$ cat config.mk
export PLATFORM = sky130hd
export DESIGN_NAME = cam_frame_capture
export DESIGN_NICKNAME = d
export VERILOG_FILES = /design/src/rtl/cam_frame_capture.sv
export SDC_FILE = /design/constraint.sdc
export NUM_CORES = 1
export LEC_CHECK = 0
export ABC_AREA = 1
export BUFFER_PORTS_ARGS = -buffer_cell sky130_fd_sc_hd__clkbuf_2
export CELL_PAD_IN_SITES_DETAIL_PLACEMENT = 2
export CELL_PAD_IN_SITES_GLOBAL_PLACEMENT = 2
export CORE_MARGIN = 5
export CORE_UTILIZATION = 36
export CTS_CLUSTER_DIAMETER = 200
export DETAILED_ROUTE_END_ITERATION = 16
export PLACE_DENSITY_LB_ADDON = 0.1
export SYNTH_ARGS = -nofsm -noshare
export SYNTH_HDL_FRONTEND = slang
export SYNTH_SLANG_ARGS = --single-unit
$ cat constraint.sdc
create_clock -name CLK -period 5.9 [get_ports CLK]
set_input_delay 0.295 -clock CLK [delete_from_list [all_inputs] [get_ports CLK]]
set_output_delay 0.295 -clock CLK [all_outputs]
set_load 0.02 [all_outputs]
$ cat src/rtl/cam_frame_capture.sv
// -----------------------------------------------------------------------------
// cam_frame_capture
//   Camera capture engine running in the pixel-clock (PCLK) domain. Frames on
//   VSYNC/HREF, packs two camera bytes into one RGB332 pixel and produces
//   linear frame-buffer write addresses (y*FRAME_WIDTH + x) by accumulation,
//   with no multiplier. Oversize frames are clipped and malformed lines are
//   flagged.
//
// Ports:
//   CLK          camera pixel clock, all logic on the rising edge
//   RESET        asynchronous, active-high reset
//   ENABLE       capture permitted; only looked at when a frame starts
//   VSYNC        camera VSYNC, high = vertical blanking
//   HREF         camera HREF, high = valid byte on D
//   D            camera data byte
//   W_EN         frame-buffer write strobe, one cycle per stored pixel
//   W_ADDR       frame-buffer write address
//   W_DATA       RGB332 pixel {R[2:0],G[2:0],B[1:0]}
//   BUSY         high while a frame is being captured
//   FRAME_DONE   one-cycle pulse at the end of a captured frame
//   FRAME_COUNT  completed frames, wrapping
//   LINE_ERR     sticky for the current frame: a malformed line was seen
// -----------------------------------------------------------------------------
module cam_frame_capture #(
    parameter int FRAME_WIDTH  = 176,
    parameter int FRAME_HEIGHT = 144,
    parameter int ADDR_WIDTH   = 15,
    parameter int IN_FORMAT    = 0,
    parameter int CNT_WIDTH    = 8
) (
    input  logic                  CLK,
    input  logic                  RESET,
    input  logic                  ENABLE,
    input  logic                  VSYNC,
    input  logic                  HREF,
    input  logic [7:0]            D,
    output logic                  W_EN,
    output logic [ADDR_WIDTH-1:0] W_ADDR,
    output logic [7:0]            W_DATA,
    output logic                  BUSY,
    output logic                  FRAME_DONE,
    output logic [CNT_WIDTH-1:0]  FRAME_COUNT,
    output logic                  LINE_ERR
);

    localparam int XW = $clog2(FRAME_WIDTH + 1);
    localparam int YW = $clog2(FRAME_HEIGHT + 1);

    localparam logic [XW-1:0]         X_END     = XW'(FRAME_WIDTH);
    localparam logic [YW-1:0]         Y_END     = YW'(FRAME_HEIGHT);
    localparam logic [ADDR_WIDTH-1:0] LINE_STEP = ADDR_WIDTH'(FRAME_WIDTH);

    typedef enum logic [2:0] {
        S_IDLE,
        S_SYNC,
        S_WAIT_LINE,
        S_LINE,
        S_LINE_END,
        S_FRAME_END
    } state_t;

    state_t                state;
    logic                  phase;      // 0: next byte is the high byte
    logic [7:0]            hi_byte;
    logic [XW-1:0]         x;          // saturates at FRAME_WIDTH
    logic [YW-1:0]         y;          // saturates at FRAME_HEIGHT
    logic [ADDR_WIDTH-1:0] addr;
    logic [ADDR_WIDTH-1:0] line_base;  // y*FRAME_WIDTH, built by addition

    function automatic logic [7:0] pack_pixel(input logic [7:0] hi, input logic [7:0] lo);
        if (IN_FORMAT == 0)
            return {hi[7:5], hi[2:0], lo[4:3]};   // RGB565
        else
            return {hi[3:1], lo[7:5], lo[3:2]};   // xRGB444
    endfunction

    // NOTE: every register here is state, so it is written with <= only;
    // blocking assignments would let later statements see half-updated values.
    always_ff @(posedge CLK or posedge RESET) begin
        if (RESET) begin
            state       <= S_IDLE;
            phase       <= 1'b0;
            hi_byte     <= '0;
            x           <= '0;
            y           <= '0;
            addr        <= '0;
            line_base   <= '0;
            W_EN        <= 1'b0;
            W_ADDR      <= '0;
            W_DATA      <= '0;
            BUSY        <= 1'b0;
            FRAME_DONE  <= 1'b0;
            FRAME_COUNT <= '0;
            LINE_ERR    <= 1'b0;
        end else begin
            // Strobes default low so each assertion lasts exactly one cycle.
            W_EN       <= 1'b0;
            FRAME_DONE <= 1'b0;

            case (state)
                S_IDLE: begin
                    // Only a VSYNC blanking interval can start a capture, so
                    // a frame already in progress at enable time is skipped.
                    if (VSYNC) state <= S_SYNC;
                end

                S_SYNC: begin
                    if (!VSYNC) begin
                        if (ENABLE) begin
                            state     <= S_WAIT_LINE;
                            phase     <= 1'b0;
                            x         <= '0;
                            y         <= '0;
                            addr      <= '0;
                            line_base <= '0;
                            LINE_ERR  <= 1'b0;
                            BUSY      <= 1'b1;
                        end else begin
                            state <= S_IDLE;
                        end
                    end
                end

                S_WAIT_LINE: begin
                    if (VSYNC) begin
                        // A line starting on the VSYNC edge is an abort too.
                        if (HREF) LINE_ERR <= 1'b1;
                        state <= S_FRAME_END;
                    end else if (HREF) begin
                        hi_byte <= D;
                        phase   <= 1'b1;
                        state   <= S_LINE;
                    end
                end

                S_LINE: begin
                    if (VSYNC && HREF) begin
                        // Line aborted: no line advance, finish the frame.
                        LINE_ERR <= 1'b1;
                        phase    <= 1'b0;
                        state    <= S_FRAME_END;
                    end else if (HREF) begin
                        if (!phase) begin
                            hi_byte <= D;
                            phase   <= 1'b1;
                        end else begin
                            phase <= 1'b0;
                            if (x < X_END && y < Y_END) begin
                                W_EN   <= 1'b1;
                                W_ADDR <= addr;
                                W_DATA <= pack_pixel(hi_byte, D);
                                addr   <= addr + 1'b1;
                            end
                            if (x != X_END) x <= x + 1'b1;
                        end
                    end else begin
                        state <= S_LINE_END;
                    end
                end

                S_LINE_END: begin
                    // Lines past the bottom edge are dropped without error.
                    if (y < Y_END) begin
                        if (x < X_END || phase) LINE_ERR <= 1'b1;
                        // Re-align to the next line even after a short line.
                        line_base <= line_base + LINE_STEP;
                        addr      <= line_base + LINE_STEP;
                        y         <= y + 1'b1;
                    end
                    x     <= '0;
                    phase <= 1'b0;   // a trailing odd byte is discarded
                    state <= S_WAIT_LINE;
                end

                S_FRAME_END: begin
                    FRAME_DONE  <= 1'b1;
                    FRAME_COUNT <= FRAME_COUNT + 1'b1;
                    BUSY        <= 1'b0;
                    state       <= S_SYNC;
                end

                default: state <= S_IDLE;
            endcase
        end
    end

endmodule
==> flow_summary.toml, run 1 <==
[floorplan]
fp.dieH_um = 124
initial_utilization = 0.369
rows = 41
io-pin-count = 48
fp.dieW_um = 124
fp.coreArea_sq_mm = 0.0126
die-area_sq_mm = 0.0153

[logic_synthesis]
synth_area_leaders = "dfrtp_1, nand2_1, inv_1"
synth_warnings = 0
syn-mean-instance-area_sq_um = 7.53
syn-instance-count = 618
netlist_top_cells_count = "nand2_1, dfrtp_1, inv_1"
synth_top_area_cell = "dfrtp_1"
synth.cell_area_sq_mm = 0.00465
synth_simple_gate_area_frac = 0.318
synth.yosys.seq_area_share = 0.468
number_of_enable_flip_flop_cells_after_synthesis = 0
register_bit_count_reported_by_yosys = 87
ys_async_sr_fraction = 1.00
synth_compound_area_frac = 0.0796
synth_ff_type = "dfrtp_1"
mux_contribution_to_synthesized_area = 0
area_fraction_of_the_dominant_cell_type_after_synthesis = 0.468
synth_cell_type_count = 34
combinational_family_with_the_most_area_after_synthesis = "simple AND/OR/NAND/NOR gates"
post-synth-top-count-cell = "nand2_1"
synthAdderAreaFrac = 0.0161
synth_fp_nets = 637
synthXorXnorAreaFrac = 0.0358

[setup_path]
worstSetupStartpointType = "register"
critPathMaxStageDelay_ps = 600
crit_chain = "inv_2, nand2_2, inv_2, nand2_4, nor3_2, nand3_2, inv_2, nand2_1, nand2_1"
crit_buf_inv = 3
worst_path_most_repeated_cell = "inv_2"
required_ps = 6190
r2r_start = "state[2]$_DFFE_PP0P_"
cpLargestDelayFamily = "simple AND/OR/NAND/NOR gates"
cp_slowest_cell = "nand3_2"
crit_path_start = "state[2]$_DFFE_PP0P_"
timing.critical_path.to_type = "register"
cp_data_arrival_time_ps = 2820
path_class = "reg -> reg"
critical_path_peak_fanout = 36

[routing]
dr.first_iter.drc_count = 162
vias = 4112
residual_drc = 0
drt_pass1_iterations = 4
wl_per_instance_um = 15.8
antenna_left = 0
routed_wl_um = 13300
detail_route.vias_per_cell = 4.90

[clocking]
post_cts.resized_instances = 0
cts_sinks = 87
path_clk_slew_ps = 70
clock_insertion_delay_worst_skew_ps = 350
clk_root_buffer_cell = "clkbuf_16"
max-clock-path-buffers = 2
cts_made_buffers = 9
cts_tree = "yes"
h-tree-depth = 3

[hold_path]
worst_hold_startpoint = "D[3]"
holdCritPathClass = "in -> reg"

[timing]
hold_viol_final = 0
final.setup.tns_ps = 0
slew-limit-headroom = 0.295
final_clock_period_utilization_by_the_worst_path = 0.428
period_needed_ps = 2520
finClkSkew_ps = 9.73
fmax_mhz = 396
rsz_0062_raised_after_global_routing = "false"
worstMarginPinSlew_ps = 1060
finalSetupViolCount = 0
fin_max_slew_vios = 0

[placed_design]
routabilityCongestion = 0.778
place_inst = 823
buffer_ports.inserted = 47
detailed_placement_hpwl_um = 9900

[power]
combinationalPowerShare = 0.303
sw_frac_of_total = 0.398
internal-power_w = 0.00117
power.share.clock = 0.307
switching_power_w = 0.000770
power.density_cell_area_mw_per_mm2 = 363
static-leakage-power_nw = 2.70
power.sequential.fraction = 0.390
ir_worst_vdd_mv = 0.155

[cells_and_area]
number_of_non_filler_instances_in_the_completed_layout = 840
number_of_inserted_diodes = 0
final_layout_size_suffix_gt1_frac = 0.133
nNetsFinal = 682
filler_cell_count = 1513
area_growth_pct = 14.6

[grt]
grt_max_degree = 58
global_route_wire_length_before_repair_um = 22800
grt_use_total = 0.191
grt.overflow.total = 0
first_global_vias = 4604
antenna_violations_before_repair = 0

[run_status]
status = "finished clean"

[flow_run]
drv.max_cap_violation_count = 0
==> tightest hold or removal path, delay by kind of cell <==
family                 cells  cell delay (ps)
buffers and inverters      1               80
AND/OR/NAND/NOR            2               90
==> path summary, 6_finish.rpt <==
path,end,cells after the start,slack (ps)
min in group asynchronous,FRAME_COUNT[7]$_DFFE_PP0P_,3,510
hold / removal,W_DATA[0]$_DFFE_PP0P_,3,140
max in group asynchronous,W_ADDR[8]$_DFFE_PP0P_,4,4260
setup / recovery,W_DATA[6]$_DFFE_PP0P_,9,3380
hold reg to reg,FRAME_COUNT[7]$_DFFE_PP0P_,1,480
setup reg to reg,W_DATA[6]$_DFFE_PP0P_,9,3380
==> metal layers <==
layer	vias to the layer above	routed length [um]	track usage
li1	2025	-	-
met1	2031	6240	0.246
met2	43	6450	0.325
met3	13	346	0.0272
met4	0	227	0.0706
met5	-	0	0
==> cell families (layout without fill, tap and decap cells) <==
group                    Yosys count  in the layout
flip-flops                        87             87
buffers and inverters             91            141
AND/OR/NAND/NOR                  347            347
AO/OA/AOI/OAI                     68             68
adder cells (fa/ha/maj)            6              6
XOR/XNOR                          19             19
==> sequential cells by signal (all words and copies together) (netlist names), 3 cells and up <==
name,flops
y,8
W_ADDR,15
x,8
W_DATA,8
line_base,11
addr,15
hi_byte,6
FRAME_COUNT,8
state,3
==> power by group through the flow <==
stage          clock network [W]  registers, W  logic [W]
3_3_place_gp                   0      0.000761   0.000565
3_5_place_dp                   0      0.000768   0.000594
5_1_grt                 0.000637      0.000768   0.000666
6_report                0.000594      0.000755   0.000588
2_1_floorplan                  0      0.000781   0.000427
4_1_cts                 0.000611      0.000758   0.000606
==> stage by stage <==
| step | setup slack, ps | utilization | power (W) | instance area, sq um | hold WS (ps) |
|---|---|---|---|---|---|
| 4_1_cts | 3340 | 0.422 | 0.00197 | 5330 | 136 |
| 2_1_floorplan | 3350 | - | 0.00121 | 4650 | 405 |
| 3_3_place_gp | 3530 | 0.397 | 0.00133 | 5020 | 346 |
| 3_5_place_dp | 3380 | 0.397 | 0.00136 | 5020 | 351 |
| 6_report | 3380 | 0.422 | 0.00194 | 5330 | 142 |
| 5_1_grt | 3110 | 0.422 | 0.00207 | 5330 | 145 |
==> timing repair <==
item / CTS / global route
hold buffers: 1 / 0
endpoints found under the hold margin: 30 / 0
setup buffers: 0 / 0
==> cell usage in the layout (no fill, tap or decap), types with 2 or more instances in the layout <==
master     instances
nand2_1          222
dfrtp_1           87
inv_1             70
nor2_1            48
clkbuf_2          47
nand3_1           39
o21ai_0           33
o21ai_1           20
xor2_1            14
nand4_1           13
clkbuf_16          9
a21oi_1            7
nor3_1             7
ha_1               6
nor2_4             5
xnor2_1            5
inv_2              4
nand2_2            4
nor2_2             3
inv_6              3
nand3_2            2
clkinv_2           2
o22ai_1            2
clkinv_4           2
==> layout make-up <==
type	instances	area, sq um	area share
clock inverter	7	78.8	0.0148
timing repair buffer	49	253	0.0474
tap	172	215	0.0404
clock buffer	9	225	0.0423
multi-input combinational	440	2090	0.392
sequential	87	2180	0.408
inverter	76	289	0.0542
(Power assumes the default switching activity.)
==> run 2, diff against run 1 <==
--- a/config.mk
+++ b/config.mk
@@ -10,7 +10,7 @@
 export CELL_PAD_IN_SITES_DETAIL_PLACEMENT = 2
 export CELL_PAD_IN_SITES_GLOBAL_PLACEMENT = 2
 export CORE_MARGIN = 5
-export CORE_UTILIZATION = 36
+export CORE_UTILIZATION = 34
 export CTS_CLUSTER_DIAMETER = 200
 export DETAILED_ROUTE_END_ITERATION = 16
 export PLACE_DENSITY_LB_ADDON = 0.1
==> constraint.sdc (replaced) <==
create_clock -name CLK -period 2.4 [get_ports CLK]
set_input_delay 0.12 -clock CLK [delete_from_list [all_inputs] [get_ports CLK]]
set_output_delay 0.12 -clock CLK [all_outputs]
set_load 0.02 [all_outputs]
==> flow_summary.toml, run 2 (same netlist as run 1, synthesis figures left out) <==
[run_status]
status = "finished clean"

[hold_path]
worst_hold_startpoint = "D[1]"
whs_path_depth = 3
holdCritPathClass = "in -> reg"
worst_hold_path.endpoint = "hi_byte[1]$_DFFE_PP0P_"

[power]
power.density_cell_area_mw_per_mm2 = 868
static-leakage-power_nw = 2.75
switching_power_w = 0.00182
ir_worst_vdd_mv = 0.472
power.share.clock = 0.282
internal-power_w = 0.00287
power.sequential.fraction = 0.396
combinationalPowerShare = 0.322
sw_frac_of_total = 0.388

[cells_and_area]
area.sequential_sq_mm = 0.00218
multi_input_comb_area_sq_mm = 0.00209
final_layout_size_suffix_gt1_frac = 0.140
number_of_inserted_diodes = 0
largest_registers = "W_ADDR (15), addr (15), line_base (11)"
area_growth_pct = 16.4
layout.cell_area.non_filler_sq_mm = 0.00541
most_common_library_cell_in_the_layout_ignoring_fill_and_taps = "nand2_1"
filler_cell_count = 1609
nNetsFinal = 693
layout_common_cells = "nand2_1, dfrtp_1, inv_1, nor2_1, clkbuf_2"

[timing]
final_clock_period_utilization_by_the_worst_path = 0.825
period_needed_ps = 1980
worstMarginPinSlew_ps = 650
hold_viol_final = 0
fin_max_slew_vios = 0
finalSetupViolCount = 0
finClkSkew_ps = 5.86
final.setup.tns_ps = 0
rsz_0062_raised_after_global_routing = "false"
slew-limit-headroom = 0.563
fmax_mhz = 505

[setup_path]
critical_register_to_register_path_endpoint = "addr[1]$_DFFE_PP0P_"
r2r_cells = 8
critical_path_peak_fanout = 16
cp_slowest_cell = "dfrtp_1"
reg2reg_setup_slack_ps = 420
cp_data_arrival_time_ps = 2200
path_class = "reg -> reg"
crit_buf_inv = 1
required_ps = 2620
r2r_start = "state[0]$_DFFE_PP0P_"
timing.critical_path.to_type = "register"
crit_chain = "nor2_2, nand2_2, inv_4, nor2_4, a21oi_4, nand3_2, nand2_1, o21ai_0"
cpLargestDelayFamily = "simple AND/OR/NAND/NOR gates"
worstSetupStartpointType = "register"
critPathMaxStageDelay_ps = 470

[grt]
grt_use_total = 0.175
grt.overflow.total = 0
antenna_violations_before_repair = 0
global_route_wire_length_before_repair_um = 22800
grt_max_degree = 42
first_global_vias = 4664

[routing]
detail_route.vias_per_cell = 4.89
vias = 4185
dr.first_iter.drc_count = 121
wl_per_instance_um = 15.5
routed_wl_um = 13200
drt_pass1_iterations = 4
residual_drc = 0
antenna_left = 0

[floorplan]
io-pin-count = 48
fp.dieH_um = 127
initial_utilization = 0.348
rows = 42
fp.dieW_um = 127
fp.coreArea_sq_mm = 0.0133
die-area_sq_mm = 0.0161

[clocking]
max-clock-path-buffers = 2
h-tree-depth = 3
clock_insertion_delay_worst_skew_ps = 340
path_clk_slew_ps = 60
clk_root_buffer_cell = "clkbuf_16"
cts_made_buffers = 9
cts_tree = "yes"
cts_sinks = 87

[placed_design]
buffer_ports.inserted = 47
detailed_placement_hpwl_um = 9950
routabilityCongestion = 0.764
placed_cell_area_sq_mm = 0.00509

[flow_run]
drv.max_cap_violation_count = 0
-- run 2: worst reg2reg max path, cell delays in order, from the launching register on --
cell	delay, ps
dfrtp_1	470
nor2_2	180
nand2_2	170
inv_4	230
nor2_4	90
a21oi_4	160
nand3_2	310
nand2_1	160
o21ai_0	90
-- run 2: how the worst max path moves through the flow --
stage                     slack [ps]                  end                 start  cells past startpoint
after detailed placement         400  addr[1]$_DFFE_PP0P_  state[0]$_DFFE_PP0P_                      8
after floorplan                   30     BUSY$_DFFE_PP0P_                 RESET                      1
after global placement           530  addr[1]$_DFFE_PP0P_  state[0]$_DFFE_PP0P_                      8
after CTS                        390  addr[1]$_DFFE_PP0P_  state[0]$_DFFE_PP0P_                      8
final                            420  addr[1]$_DFFE_PP0P_  state[0]$_DFFE_PP0P_                      8
after global routing             230  addr[1]$_DFFE_PP0P_  state[0]$_DFFE_PP0P_                      8
-- run 2: power by group through the flow --
stage / Sequential (W) / Clock [W] / Combinational (W)
2_1_floorplan: 0.00192 / 0 / 0.00105
3_3_place_gp: 0.00187 / 0 / 0.00147
3_5_place_dp: 0.00189 / 0 / 0.00154
4_1_cts: 0.00186 / 0.00138 / 0.00156
5_1_grt: 0.00189 / 0.00144 / 0.00171
6_report: 0.00186 / 0.00132 / 0.00151
-- run 2: per-layer routing --
| metal | vias to the layer above | GRT usage | share of wire |
|---|---|---|---|
| met4 | 0 | 0.0580 | 0.014 |
| met3 | 11 | 0.0256 | 0.030 |
| met5 | - | 0 | 0 |
| li1 | 2066 | - | - |
| met2 | 51 | 0.305 | 0.49 |
| met1 | 2057 | 0.221 | 0.47 |
-- run 2: area by class of cell --
| cell class | count | share of cell area |
|---|---|---|
| well taps | 176 | 0.0407 |
| multi-input cells | 440 | 0.387 |
| repair buffers | 60 | 0.0657 |
| flip-flops and latches | 87 | 0.402 |
| inverters | 76 | 0.0534 |
| clock inverters | 3 | 0.00324 |
| clock buffers | 13 | 0.0481 |
-- run 2: timing repair --
action / in CTS / in global routing
setup endpoints to repair: 0 / 0
resized for setup: 0 / 0
setup buffers: 0 / 0
hold buffers: 4 / 0
endpoints found under the hold margin: 31 / 0
-- run 2: metrics by stage --
| step | util | setup WS [ps] | cells | hold WS, ps | power (W) |
|---|---|---|---|---|---|
| floorplan | - | 29.8 | 618 | 230 | 0.00297 |
| global placement | 0.382 | 525 | 835 | 169 | 0.00334 |
| detailed placement | 0.382 | 398 | 835 | 180 | 0.00343 |
| CTS | 0.405 | 391 | 855 | 17.5 | 0.00480 |
| global route | 0.405 | 225 | 855 | 22.3 | 0.00504 |
| finish | 0.405 | 420 | 855 | 27.4 | 0.00470 |
